<file path="src/rtl/pe_dbuf.sv">
// pe_dbuf: weight-stationary systolic MAC cell with double-buffered weights.
//
// A shadow weight shifts down the column while the active weight keeps
// computing. A swap pulse travels down the column alongside the weights and
// commits shadow to active without stalling the MAC.
//
// Optional feature macro: PE_SAT_EN (saturating psum add, drives sat_out).
//
// Ports:
//   clk, rstn             clock (rising edge), asynchronous active-low reset
//   en_in / en_out        activation/psum valid in, registered copy out
//   in / pass_out         activation from left, registered to right
//   psum_in / psum_out    partial sum from above, registered MAC result below
//   w_wen_in / w_wen_out  weight-shift strobe in, registered copy out
//   w_in / w_out          weight from above, displaced shadow value below
//   w_swap_in/w_swap_out  shadow->active commit pulse in, registered copy out
//   w_valid               active weight loaded since reset
//   sat_out               psum saturated this cycle (0 without PE_SAT_EN)
module pe_dbuf #(
    parameter int DATA_WIDTH = 16,
    parameter int PSUM_WIDTH = 32,
    parameter int SIGNED     = 1
) (
    input  logic                  clk,
    input  logic                  rstn,
    input  logic                  en_in,
    input  logic [DATA_WIDTH-1:0] in,
    input  logic [PSUM_WIDTH-1:0] psum_in,
    input  logic                  w_wen_in,
    input  logic [DATA_WIDTH-1:0] w_in,
    input  logic                  w_swap_in,
    output logic                  en_out,
    output logic [DATA_WIDTH-1:0] pass_out,
    output logic [PSUM_WIDTH-1:0] psum_out,
    output logic                  w_wen_out,
    output logic [DATA_WIDTH-1:0] w_out,
    output logic                  w_swap_out,
    output logic                  w_valid,
    output logic                  sat_out
);
    localparam int DW = DATA_WIDTH;
    localparam int PW = PSUM_WIDTH;

    if (PW < 2 * DW) begin : g_bad_width
        $error("pe_dbuf: PSUM_WIDTH must be >= 2*DATA_WIDTH");
    end

    logic          en_q, en_d;
    logic [DW-1:0] pass_q, pass_d;
    logic [PW-1:0] psum_q, psum_d;
    logic          w_wen_q, w_wen_d;
    logic [DW-1:0] w_out_q, w_out_d;
    logic          w_swap_q, w_swap_d;
    logic          w_valid_q, w_valid_d;
    logic [DW-1:0] shadow_q, shadow_d;
    logic          shadow_valid_q, shadow_valid_d;
    logic [DW-1:0] active_q, active_d;
    logic [PW-1:0] in_x, act_x, prod;
    logic          commit;

    // Operands are extended to PW before multiplying; since PW >= 2*DW the
    // low PW bits equal the 2*DW product extended per SIGNED.
    always_comb begin
        in_x   = {{(PW-DW){(SIGNED != 0) && in[DW-1]}}, in};
        act_x  = {{(PW-DW){(SIGNED != 0) && active_q[DW-1]}}, active_q};
        prod   = in_x * act_x;
        commit = w_swap_in && shadow_valid_q;
    end

`ifdef PE_SAT_EN
    logic [PW:0]   sum;
    logic          ovf;
    logic [PW-1:0] clamp;
    logic          sat_q, sat_d;

    // One guard bit above the psum width detects overflow of the add.
    always_comb begin
        sum   = (SIGNED != 0) ? {psum_in[PW-1], psum_in} + {prod[PW-1], prod}
                              : {1'b0, psum_in} + {1'b0, prod};
        ovf   = (SIGNED != 0) ? sum[PW] ^ sum[PW-1] : sum[PW];
        clamp = (SIGNED != 0) ? (sum[PW] ? {1'b1, {(PW-1){1'b0}}} : {1'b0, {(PW-1){1'b1}}})
                              : {PW{1'b1}};
        psum_d = en_in ? (ovf ? clamp : sum[PW-1:0]) : psum_q;
        sat_d  = en_in && ovf;
    end

    always_ff @(posedge clk or negedge rstn) begin
        if (!rstn) sat_q <= 1'b0;
        else       sat_q <= sat_d;
    end

    assign sat_out = sat_q;
`else
    always_comb psum_d = en_in ? psum_in + prod : psum_q;

    assign sat_out = 1'b0;
`endif

    // A shift in the same cycle as a swap refills the shadow, so the shift
    // wins the shadow_valid update.
    always_comb begin
        en_d           = en_in;
        pass_d         = en_in ? in : pass_q;
        w_wen_d        = w_wen_in;
        w_swap_d       = w_swap_in;
        shadow_d       = w_wen_in ? w_in : shadow_q;
        w_out_d        = w_wen_in ? shadow_q : '0;
        active_d       = commit ? shadow_q : active_q;
        w_valid_d      = w_valid_q || commit;
        shadow_valid_d = w_wen_in || (shadow_valid_q && !w_swap_in);
    end

    always_ff @(posedge clk or negedge rstn) begin
        if (!rstn) begin
            en_q           <= 1'b0;
            pass_q         <= '0;
            psum_q         <= '0;
            w_wen_q        <= 1'b0;
            w_out_q        <= '0;
            w_swap_q       <= 1'b0;
            w_valid_q      <= 1'b0;
            shadow_q       <= '0;
            shadow_valid_q <= 1'b0;
            active_q       <= '0;
        end else begin
            en_q           <= en_d;
            pass_q         <= pass_d;
            psum_q         <= psum_d;
            w_wen_q        <= w_wen_d;
            w_out_q        <= w_out_d;
            w_swap_q       <= w_swap_d;
            w_valid_q      <= w_valid_d;
            shadow_q       <= shadow_d;
            shadow_valid_q <= shadow_valid_d;
            active_q       <= active_d;
        end
    end

    assign en_out     = en_q;
    assign pass_out   = pass_q;
    assign psum_out   = psum_q;
    assign w_wen_out  = w_wen_q;
    assign w_out      = w_out_q;
    assign w_swap_out = w_swap_q;
    assign w_valid    = w_valid_q;
endmodule

</file>
<file path="config.mk">
export PLATFORM = sky130hd
export DESIGN_NAME = pe_dbuf
export DESIGN_NICKNAME = d
export VERILOG_FILES = /design/src/rtl/pe_dbuf.sv
export SDC_FILE = /design/constraint.sdc
export NUM_CORES = 1
export LEC_CHECK = 0
export BUFFER_PORTS_ARGS = -buffer_cell sky130_fd_sc_hd__buf_2
export CORE_MARGIN = 10
export CORE_UTILIZATION = 34
export DETAILED_ROUTE_END_ITERATION = 10
export HOLD_SLACK_MARGIN = 0.02
export SLEW_MARGIN = 20
export SYNTH_ARGS = -nofsm -noshare
export SYNTH_HDL_FRONTEND = slang
export SYNTH_SLANG_ARGS = --single-unit
</file>
<file path="constraint.sdc">
create_clock -name clk -period 12.76 [get_ports clk]
set_input_delay 1.914 -clock clk [delete_from_list [all_inputs] [get_ports clk]]
set_output_delay 1.914 -clock clk [all_outputs]
set_load 0.005 [all_outputs]
</file>
## After elaboration in Yosys (flattened, before gate mapping)

Index checks and enable logic that the tools add are counted.

- Logic and storage cells: 18
- Register bits: 101
- Bits of input ports: 69
- Output and inout port bits: 69

- Mux-type cells: 1
- Multiply operators: 1
- Reduce and logical (&&, ||, !) cells: 5
- Add/subtract/negate cells: 1

Operator list:

| kind | count |
|---|---|
| adder 32 bit | 1 |
| multiplier 16 x 16 -> 32 bit | 1 |
| two-way mux 16 bit | 1 |
| logical AND 1 bit | 2 |
| logical OR 1 bit | 2 |
| zero test 1 bit | 1 |

## Depth between registers and ports, before layout

Gate-level depths: netlist (run 1).

- Word-level depth: 3
- Mapped depth: 25
- Mapped depth without buffers: 23

## Worst setup path before layout (run 1)

No wires, ideal clock.

- Path type: input to register
- From: input in[15]
- To: register psum_q[31] (netlist: psum_out[31])
- Setup slack: 5.138 ns
- Path buffers: 2
- Stages: 21
- Data required time: 12.691 ns
- Data arrival time: 7.553 ns
- Library setup time: 0.069 ns
- Path through: clkbuf_1 > nand2_1 > inv_1 > fa_1 > inv_1 > fa_1 > inv_1 > fa_1 > fa_1 > fa_1 > inv_1 > fa_1 > inv_1 > ha_1 > clkbuf_1 > nand4_1 > or2_2 > o311ai_4 > a21oi_2 > or3_1 > nand3_1

- Cells in the longest elaborated chain, start to end: 2

RTL lines:

| what | RTL line | text |
|---|---|---|
| from (decl) | 27 | `input logic [DATA_WIDTH-1:0] in,` |
| multiplier 16 x 16 -> 32 bit | 66 | `prod = in_x * act_x;` |
| adder 32 bit | 94 | `always_comb psum_d = en_in ? psum_in + prod : psum_q;` |
| to (signal assigned) | 128 | `psum_q <= psum_d;` |
| to (decl) | 50 | `logic [PW-1:0] psum_q, psum_d;` |

Every way passes these cells.
A chain may end at the register's enable or synchronous reset.

## Worst setup path in the final report (run 1)

Ends and elaborated chain as after synthesis.

==> flow_summary.json, run 1 <==
{
  "status": "complete, no violations",
  "hold_buffers": 0,
  "core_area_mm2": 0.0421,
  "fmax_mhz": 128,
  "cts_max_path_buffers": 2,
  "timing.rr.end": "psum_out[31]",
  "final_common_cell": "inv_1",
  "worstSkewPairLatency_ns": 0.36,
  "tritoncts": "done",
  "dp_hpwl_um": 30200,
  "cp_max_fo": 17,
  "die-area_mm2": 0.0515,
  "path_cells": "buf_2, nand2_1, inv_1, fa_1, inv_1, fa_1, inv_1, fa_1, fa_1, fa_1, inv_1, fa_1, inv_1, ha_1, nand4_1, or2_2, o311ai_4, a21oi_2, or3_1, nand3_1",
  "ys_ff_latch": 101,
  "drive_above_1_share": 0.155,
  "post_cts_buffers": 0,
  "ctsHtreeMaxLevel": 3,
  "syn2layout_area_growth_pct": 10.2,
  "crit_arrival_ns": 8.12,
  "via_per_inst": 4.76,
  "start_kind": "primary input",
  "syn_inst": 1421,
  "tns_ns": 0,
  "slowest_stage": "fa_1",
  "io_pins": 138,
  "synth_ff_type": "dfrtp_1",
  "grt_start_max_net_pins": 83,
  "root_buffer": "clkbuf_16",
  "chipHeight_um": 227,
  "hp-start": "w_valid",
  "num_rows": 75,
  "gp_congestion": 0.893,
  "min_to": "w_valid",
  "synth_area_per_cell_um2": 10.2,
  "cts_made_buffers": 9,
  "drt-pass1-iter-count": 5,
  "ant_nets": 0,
  "tightest_slew_ns": 0.857,
  "cap_violations": 0,
  "syn_nets": 1880,
  "post_drt_wl_per_cell_um": 18.2,
  "clock-skew-final_ns": 0.00849,
  "antenna_found_initial": 1,
  "start_util": 0.345,
  "synth-edff-count": 0,
  "grt_pass1_vias": 10900,
  "critPathKind": "in -> reg",
  "grt_use_total": 0.153,
  "mappedNetlistArea_mm2": 0.0146,
  "final_max_slew_viol_count": 0,
  "period_share": 0.613,
  "post-route-min-period_ns": 7.82,
  "drt_iter0_markers": 509,
  "rsz0062_at_grt": "no",
  "relSlewSlack": 0.428,
  "ys_types": 55,
  "final-setup-viol-count": 0,
  "die_x_um": 227,
  "end_kind": "register",
  "async_flop_share": 1.00,
  "regToRegSetupSlack_ns": 6.00,
  "cpMostUsedCell": "fa_1",
  "drc_errors": 0,
  "yosysWarnings": 0,
  "vias": 9829,
  "port-buffer-count": 136,
  "hold_path.class": "reg -> reg",
  "critPathBufInv": 6,
  "crit_family": "adder cells",
  "cp.required_ns": 13.06,
  "cts.sink_count": 101,
  "clkTransAtPathRegs_ns": 0.07,
  "regArea_mm2": 0.00253,
  "grt_overflow": 0,
  "cpPeakStageDelay_ns": 0.74,
  "fillers": 4209,
  "post_cts_resized": 0,
  "num-nets-final": 1979,
  "multi_input_area_mm2": 0.0106,
  "layout_common_cells": "inv_1 (337), fa_1 (292), nand2_1 (137)",
  "rr_worst_depth": 18,
  "finalHoldViolations": 0,
  "grt_pass1_wl_um": 60800,
  "wl_um": 37500,
  "min_path_cells": 1,
  "yosysSeqAreaShare": 0.174,
  "r2r_start": "active_q[2]"
}
## metal layers
layer,vias to the layer above,GRT usage,share of wire
met1,5114,0.192,0.42
met4,2,0.0309,0.015
met3,43,0.0319,0.050
met5,-,0,0.00035
met2,233,0.266,0.51
li1,4437,-,-
## through the flow
| stage | util | worst slack, ns | area [um^2] | instances | hold WS, ns |
|---|---|---|---|---|---|
| 4_1_cts | 0.381 | 4.99 | 16000 | 2064 | 0.469 |
| 3_3_place_gp | 0.373 | 4.76 | 15700 | 2048 | 0.446 |
| 2_1_floorplan | - | 5.14 | 14600 | 1421 | 0.450 |
| 3_5_place_dp | 0.373 | 4.62 | 15700 | 2048 | 0.448 |
| 6_report | 0.381 | 4.94 | 16000 | 2065 | 0.464 |
| 5_1_grt | 0.381 | 4.58 | 16000 | 2064 | 0.505 |
## worst max path at each step
stage	from	to	cells past startpoint
CTS	in[15]	psum_out[31]	19
detailed placement	in[15]	psum_out[31]	19
global route	in[15]	psum_out[30]	22
global placement	in[15]	psum_out[31]	19
finish	in[15]	psum_out[31]	20
floorplan	in[15]	psum_out[31]	21
## cell usage after synthesis (all sizes together), types with 8 or more instances
cell type / number / area share
inv: 337 / 0.087
fa: 292 / 0.40
nand2: 137 / 0.035
and2: 136 / 0.058
dfrtp: 101 / 0.17
ha: 98 / 0.084
mux2: 69 / 0.053
clkbuf: 44 / 0.011
nor2: 35 / 0.0090
xnor2: 26 / 0.016
a21oi: 23 / 0.0082
o21ai: 17 / 0.0061
a21o: 11 / 0.0057
xor2: 10 / 0.0060
a211oi: 8 / 0.0041
buf: 8 / 0.0030
## registers in the layout, summed over array words and instances (netlist names)
signal	count
psum_out	32
active_q	16
pass_out	16
shadow_q	16
w_out	16
en_out	1
shadow_valid_q	1
w_swap_out	1
w_valid	1
w_wen_out	1
## area by class of cell
| type | count | share of cell area |
|---|---|---|
| clock inverter | 6 | 0.00390 |
| tap | 539 | 0.0420 |
| clock buffer | 10 | 0.0149 |
| inverter | 337 | 0.0788 |
| antenna | 1 | 0.000156 |
| multi-input combinational | 931 | 0.658 |
| sequential | 101 | 0.158 |
| timing repair buffer | 140 | 0.0447 |
## kinds of logic after synthesis
kind of cell               after synthesis  synth area share
adders and majority gates              390             0.486
buffers and inverters                  389             0.101
muxes                                   69            0.0534
DFF                                    101             0.174
and+or+nand+nor                        347             0.120
xor gates and xnor gates                36            0.0217
AOI/OAI and AO/OA                       88            0.0439
other                                    1          0.000258
Power of run 1 is left out: the tool's default activity adds up to more than one toggle a clock period on the data nets, which glitch-free logic cannot reach.
==> run 2: changes to the inputs <==
Settings changed: ABC_AREA from default to 1.
Clock period 12.76 ns to 7.1 ns, I/O delays scaled along.
==> run 2 against run 1 <==
- via count up 20%
- global-route usage up 1.2 points
- critical path type unchanged
- synthesized cell count up 34%
- count of clock-buffer cells in the layout down 1
- register-to-register slack worse by 5.1 ns
- hold slack about the same
- largest cell class unchanged
- non-clock buffer count up 11
- final cell count up 25%
- core utilization down 0.070 points
==> flow_summary.json, run 2 <==
{
  "hold_buffers": 0,
  "yosys-top-cells-count": "inv_1 (549), nand2_1 (507), fa_1 (292)",
  "final-setup-viol-count": 0,
  "cts_max_path_buffers": 2,
  "slowest_stage": "fa_1",
  "clkTransAtPathRegs_ns": 0.08,
  "worstSkewPairLatency_ns": 0.40,
  "via_per_inst": 4.58,
  "fillers": 4685,
  "status": "complete, no violations",
  "start_kind": "primary input",
  "critPathBufInv": 7,
  "num_rows": 77,
  "relSlewSlack": 0.390,
  "end_kind": "register",
  "yosysTopAreaCell": "fa_1",
  "antenna_found_initial": 0,
  "grt_pass1_vias": 13100,
  "grt_use_total": 0.165,
  "die_x_um": 233,
  "path_cells": "buf_2, nand2_1, inv_1, fa_1, inv_1, fa_1, inv_1, fa_1, fa_1, fa_1, inv_1, fa_1, inv_1, ha_1, a21oi_1, o21ai_0, inv_1, nand2_1, nand3b_1, or2_1, nand3_1, nand2_1",
  "drive_above_1_share": 0.0998,
  "num-nets-final": 2437,
  "syn2layout_area_growth_pct": 9.93,
  "clock-skew-final_ns": 0.00794,
  "synth-edff-count": 0,
  "netlist_top_cells_area": "fa_1 (38%), dfrtp_1 (16%), inv_1 (13%)",
  "cts_made_buffers": 9,
  "ant_nets": 0,
  "cpPeakStageDelay_ns": 0.70,
  "antennaDiodeCount": 0,
  "root_buffer": "clkbuf_16",
  "synth_most_common_cell": "inv_1",
  "port-buffer-count": 136,
  "drc_errors": 0,
  "drt-pass1-iter-count": 5,
  "ys_ff_latch": 101,
  "ys_types": 42,
  "final_common_cell": "inv_1",
  "hold_path.class": "reg -> reg",
  "tightest_slew_ns": 0.913,
  "gp_congestion": 0.868,
  "die-area_mm2": 0.0542,
  "yosysSeqAreaShare": 0.164,
  "tritoncts": "done",
  "cp_max_fo": 9,
  "critPathKind": "in -> reg",
  "post_cts_buffers": 0,
  "drt_iter0_markers": 722,
  "mappedNetlistArea_mm2": 0.0154,
  "fin_ws_ns": 0.556,
  "crit_family": "adder cells",
  "crit_arrival_ns": 6.83,
  "grt_overflow": 0,
  "grt_start_max_net_pins": 63,
  "grt_pass1_wl_um": 70000,
  "core_area_mm2": 0.0445,
  "syn_nets": 2357,
  "async_flop_share": 1.00,
  "start_util": 0.346,
  "post_cts_resized": 0,
  "final_max_slew_viol_count": 0,
  "cap_violations": 0,
  "post-route-min-period_ns": 6.54,
  "io_pins": 138,
  "placed_area_mm2": 0.0166,
  "layout_common_cells": "inv_1 (549), nand2_1 (507), fa_1 (292)",
  "rsz0062_at_grt": "no",
  "min_path_cells": 2,
  "yosysWarnings": 0,
  "yosysTopAreaCellShare": 0.380,
  "period_share": 0.922,
  "rr_worst_depth": 19,
  "cp.required_ns": 7.38,
  "chipHeight_um": 233,
  "largest_reg_flops": 32,
  "design_area_mm2": 0.0169,
  "tns_ns": 0,
  "syn_inst": 1898,
  "post_drt_wl_per_cell_um": 16.2,
  "fmax_mhz": 153,
  "ctsHtreeMaxLevel": 3,
  "cts.sink_count": 101,
  "fin_util": 0.380,
  "finalHoldViolations": 0,
  "wl_um": 41800,
  "path_depth": 22,
  "vias": 11800,
  "post-place-ws_ns": 0.187,
  "synth_ff_type": "dfrtp_1",
  "dp_hpwl_um": 34700,
  "synth_area_per_cell_um2": 8.11
}
## run 2: layout make-up
type / instances / area, um^2 / share of cell area
Multi-Input combinational cell: 1164 / 10500 / 0.619
Sequential cell: 101 / 2530 / 0.149
Inverter: 551 / 2070 / 0.122
Timing Repair Buffer: 151 / 796 / 0.0470
Tap cell: 592 / 741 / 0.0438
Clock buffer: 9 / 225 / 0.0133
Clock inverter: 7 / 93.8 / 0.00555
## run 2: kinds of logic (layout without fill, tap and decap cells)
logic type,Yosys count,count (layout),share of synthesized area
other cells,1,1,0.000244
fa+ha+maj,390,390,0.460
buf+inv,633,718,0.156
xor+xnor,11,11,0.00626
compound gates,117,117,0.0444
flops,101,101,0.164
simple gates,645,645,0.170
## run 2: path summary, 6_finish.rpt
check / from / to / slack, ns
min in group asynchronous: rstn / pass_out[2] / 0.68
hold reg to reg: shadow_q[3] / w_out[3] / 0.46
max in group asynchronous: rstn / pass_out[12] / 5.20
setup / recovery: in[15] / psum_out[23] / 0.56
setup reg to reg: active_q[6] / psum_out[23] / 0.93
hold / removal: shadow_q[3] / w_out[3] / 0.46
## run 2: per-layer routing
metal | vias up | global-route usage | part of all wire | wire, um
met5 | - | 0 | 0 | 0
met4 | 0 | 0.0365 | 0.014 | 599
met3 | 30 | 0.0246 | 0.044 | 1820
met2 | 244 | 0.295 | 0.51 | 21400
met1 | 5952 | 0.206 | 0.43 | 18000
li1 | 5568 | - | - | -
## run 2: worst min-delay path, stage by stage, from the launching register on
cell     delay (ns)
dfrtp_1        0.35
nand2_1        0.05
inv_1          0.04
## run 2: through the flow
stage,hold slack [ns],instances
final,0.464,2575
after global routing,0.491,2575
after CTS,0.469,2575
after detailed placement,0.449,2559
after global placement,0.443,2559
after floorplan,0.436,1898
Power of run 2 is left out for the same reason.
==> run 3: changes to the inputs <==
Settings changed: ABC_AREA 1 to default, SLEW_MARGIN 20 to 25.
Clock period 7.1 ns to 7.7 ns, I/O delays scaled along.
==> run 3 against run 2 <==
- first-iteration DRC count is 17% lower
- via count is 16% lower
- core utilization is 0.25 points higher
- sequential share of layout area is 0.74 points higher
- die area is 4.9% lower
- final cell count is 20% lower
- register-to-register slack better by 0.17 ns
- clock skew is 0.0068 ns higher
- critical path depth is 2 lower
- critical endpoint is now psum_out[31]
- largest cell class unchanged
- highest routed layer is now met5
==> flow_summary.json, run 3 (synthesized netlist as in run 1, its figures left out) <==
{
  "wl_um": 37600,
  "period_share": 0.900,
  "tritoncts": "done",
  "die-area_mm2": 0.0515,
  "hold_buffers": 0,
  "final_common_cell": "inv_1",
  "gp_congestion": 0.897,
  "tns_ns": 0,
  "worstSkewPairLatency_ns": 0.38,
  "cap_violations": 0,
  "final_cells": 2070,
  "fmax_mhz": 144,
  "antennaDiodeCount": 0,
  "root_buffer": "clkbuf_16",
  "finalHoldViolations": 0,
  "cts_made_buffers": 9,
  "drt-met1-wl_um": 15600,
  "clkTransAtPathRegs_ns": 0.08,
  "dp_hpwl_um": 30400,
  "drt-pass1-iter-count": 5,
  "drc_errors": 0,
  "tightest_slew_ns": 0.879,
  "grt_pass1_wl_um": 61000,
  "start_kind": "primary input",
  "drt_iter0_markers": 596,
  "largest_reg_flops": 32,
  "via_per_inst": 4.76,
  "num_rows": 75,
  "ctsHtreeMaxLevel": 3,
  "grt_start_max_net_pins": 53,
  "grt_use_total": 0.154,
  "io_pins": 138,
  "start_util": 0.345,
  "post-route-min-period_ns": 6.93,
  "post_cts_buffers": 0,
  "dp.cells": 2054,
  "vias": 9855,
  "ant_nets": 0,
  "fin_ws_ns": 0.771,
  "num-nets-final": 1985,
  "post-place-ws_ns": 0.414,
  "crit_arrival_ns": 7.25,
  "chipHeight_um": 227,
  "rsz0062_at_grt": "no",
  "antenna_found_initial": 1,
  "port-buffer-count": 136,
  "cp_max_fo": 8,
  "end_kind": "register",
  "final-setup-viol-count": 0,
  "fin_util": 0.383,
  "die_x_um": 227,
  "critPathKind": "in -> reg",
  "hold_path.class": "reg -> reg",
  "wl_met2_um": 19100,
  "cts.sink_count": 101,
  "syn2layout_area_growth_pct": 10.7,
  "layout_common_cells": "inv_1 (337), fa_1 (292), nand2_1 (137)",
  "post_cts_resized": 0,
  "grt_pass1_vias": 10900,
  "grt_overflow": 0,
  "drive_above_1_share": 0.159,
  "top_layer_used": "met5",
  "cp.required_ns": 8.02,
  "post_drt_wl_per_cell_um": 18.1,
  "core_area_mm2": 0.0421,
  "relSlewSlack": 0.413,
  "clock-skew-final_ns": 0.0147,
  "final_max_slew_viol_count": 0,
  "cts_max_path_buffers": 2,
  "status": "complete, no violations",
  "regToRegSetupSlack_ns": 1.10,
  "routed-wl-met3_um": 2130
}
run 3: cell types whose count changed in the layout (fill, tap and decap cells not counted), moves of 11 or more:
cell and change:
o21ai_0 -43, inv_1 -212, nor2_1 -20, nand2_1 -370
mux2_2 +69, a21o_1 +11, and2_1 +136, nand3_1 -34
xnor2_1 +18
run 3: layout make-up:
| cell class | count | area [um^2] |
|---|---|---|
| multi-input combinational | 931 | 10600 |
| fill | 4177 | 26000 |
| clock inverter | 7 | 93.8 |
| inverter | 337 | 1260 |
| tap | 539 | 674 |
| clock buffer | 9 | 225 |
| sequential | 101 | 2530 |
| timing repair buffer | 146 | 778 |
run 3: critical path, stage by stage:
cell	delay [ns]
buf_2	0.15
nand2_1	0.12
inv_1	0.10
fa_1	0.72
inv_1	0.11
fa_1	0.57
inv_1	0.29
fa_1	0.50
fa_1	0.50
fa_1	0.49
inv_1	0.05
fa_1	0.47
inv_1	0.04
ha_1	0.39
nand4_1	0.22
or2_2	0.39
o311ai_4	0.35
a21oi_2	0.13
or3_1	0.40
nand3_1	0.09
run 3: worst paths after layout:
check,cells after the start,from,to
setup / recovery,20,in[15],psum_out[31]
hold / removal,1,w_valid,w_valid
setup reg to reg,21,active_q[4],psum_out[30]
hold reg to reg,1,w_valid,w_valid
max in group asynchronous,3,rstn,active_q[14]
min in group asynchronous,1,rstn,psum_out[7]
run 3: per-layer routing:
layer | up-vias | track usage
li1 | 4451 | -
met1 | 5113 | 0.196
met2 | 241 | 0.264
met3 | 48 | 0.0297
met4 | 2 | 0.0379
met5 | - | 0
run 3: stage by stage:
| stage | area [um^2] | hold slack, ns |
|---|---|---|
| after floorplan | 14600 | 0.450 |
| after global placement | 15800 | 0.446 |
| final | 16100 | 0.465 |
| after CTS | 16100 | 0.470 |
| after detailed placement | 15800 | 0.447 |
| after global routing | 16100 | 0.498 |
Power of run 3 is left out for the same reason.
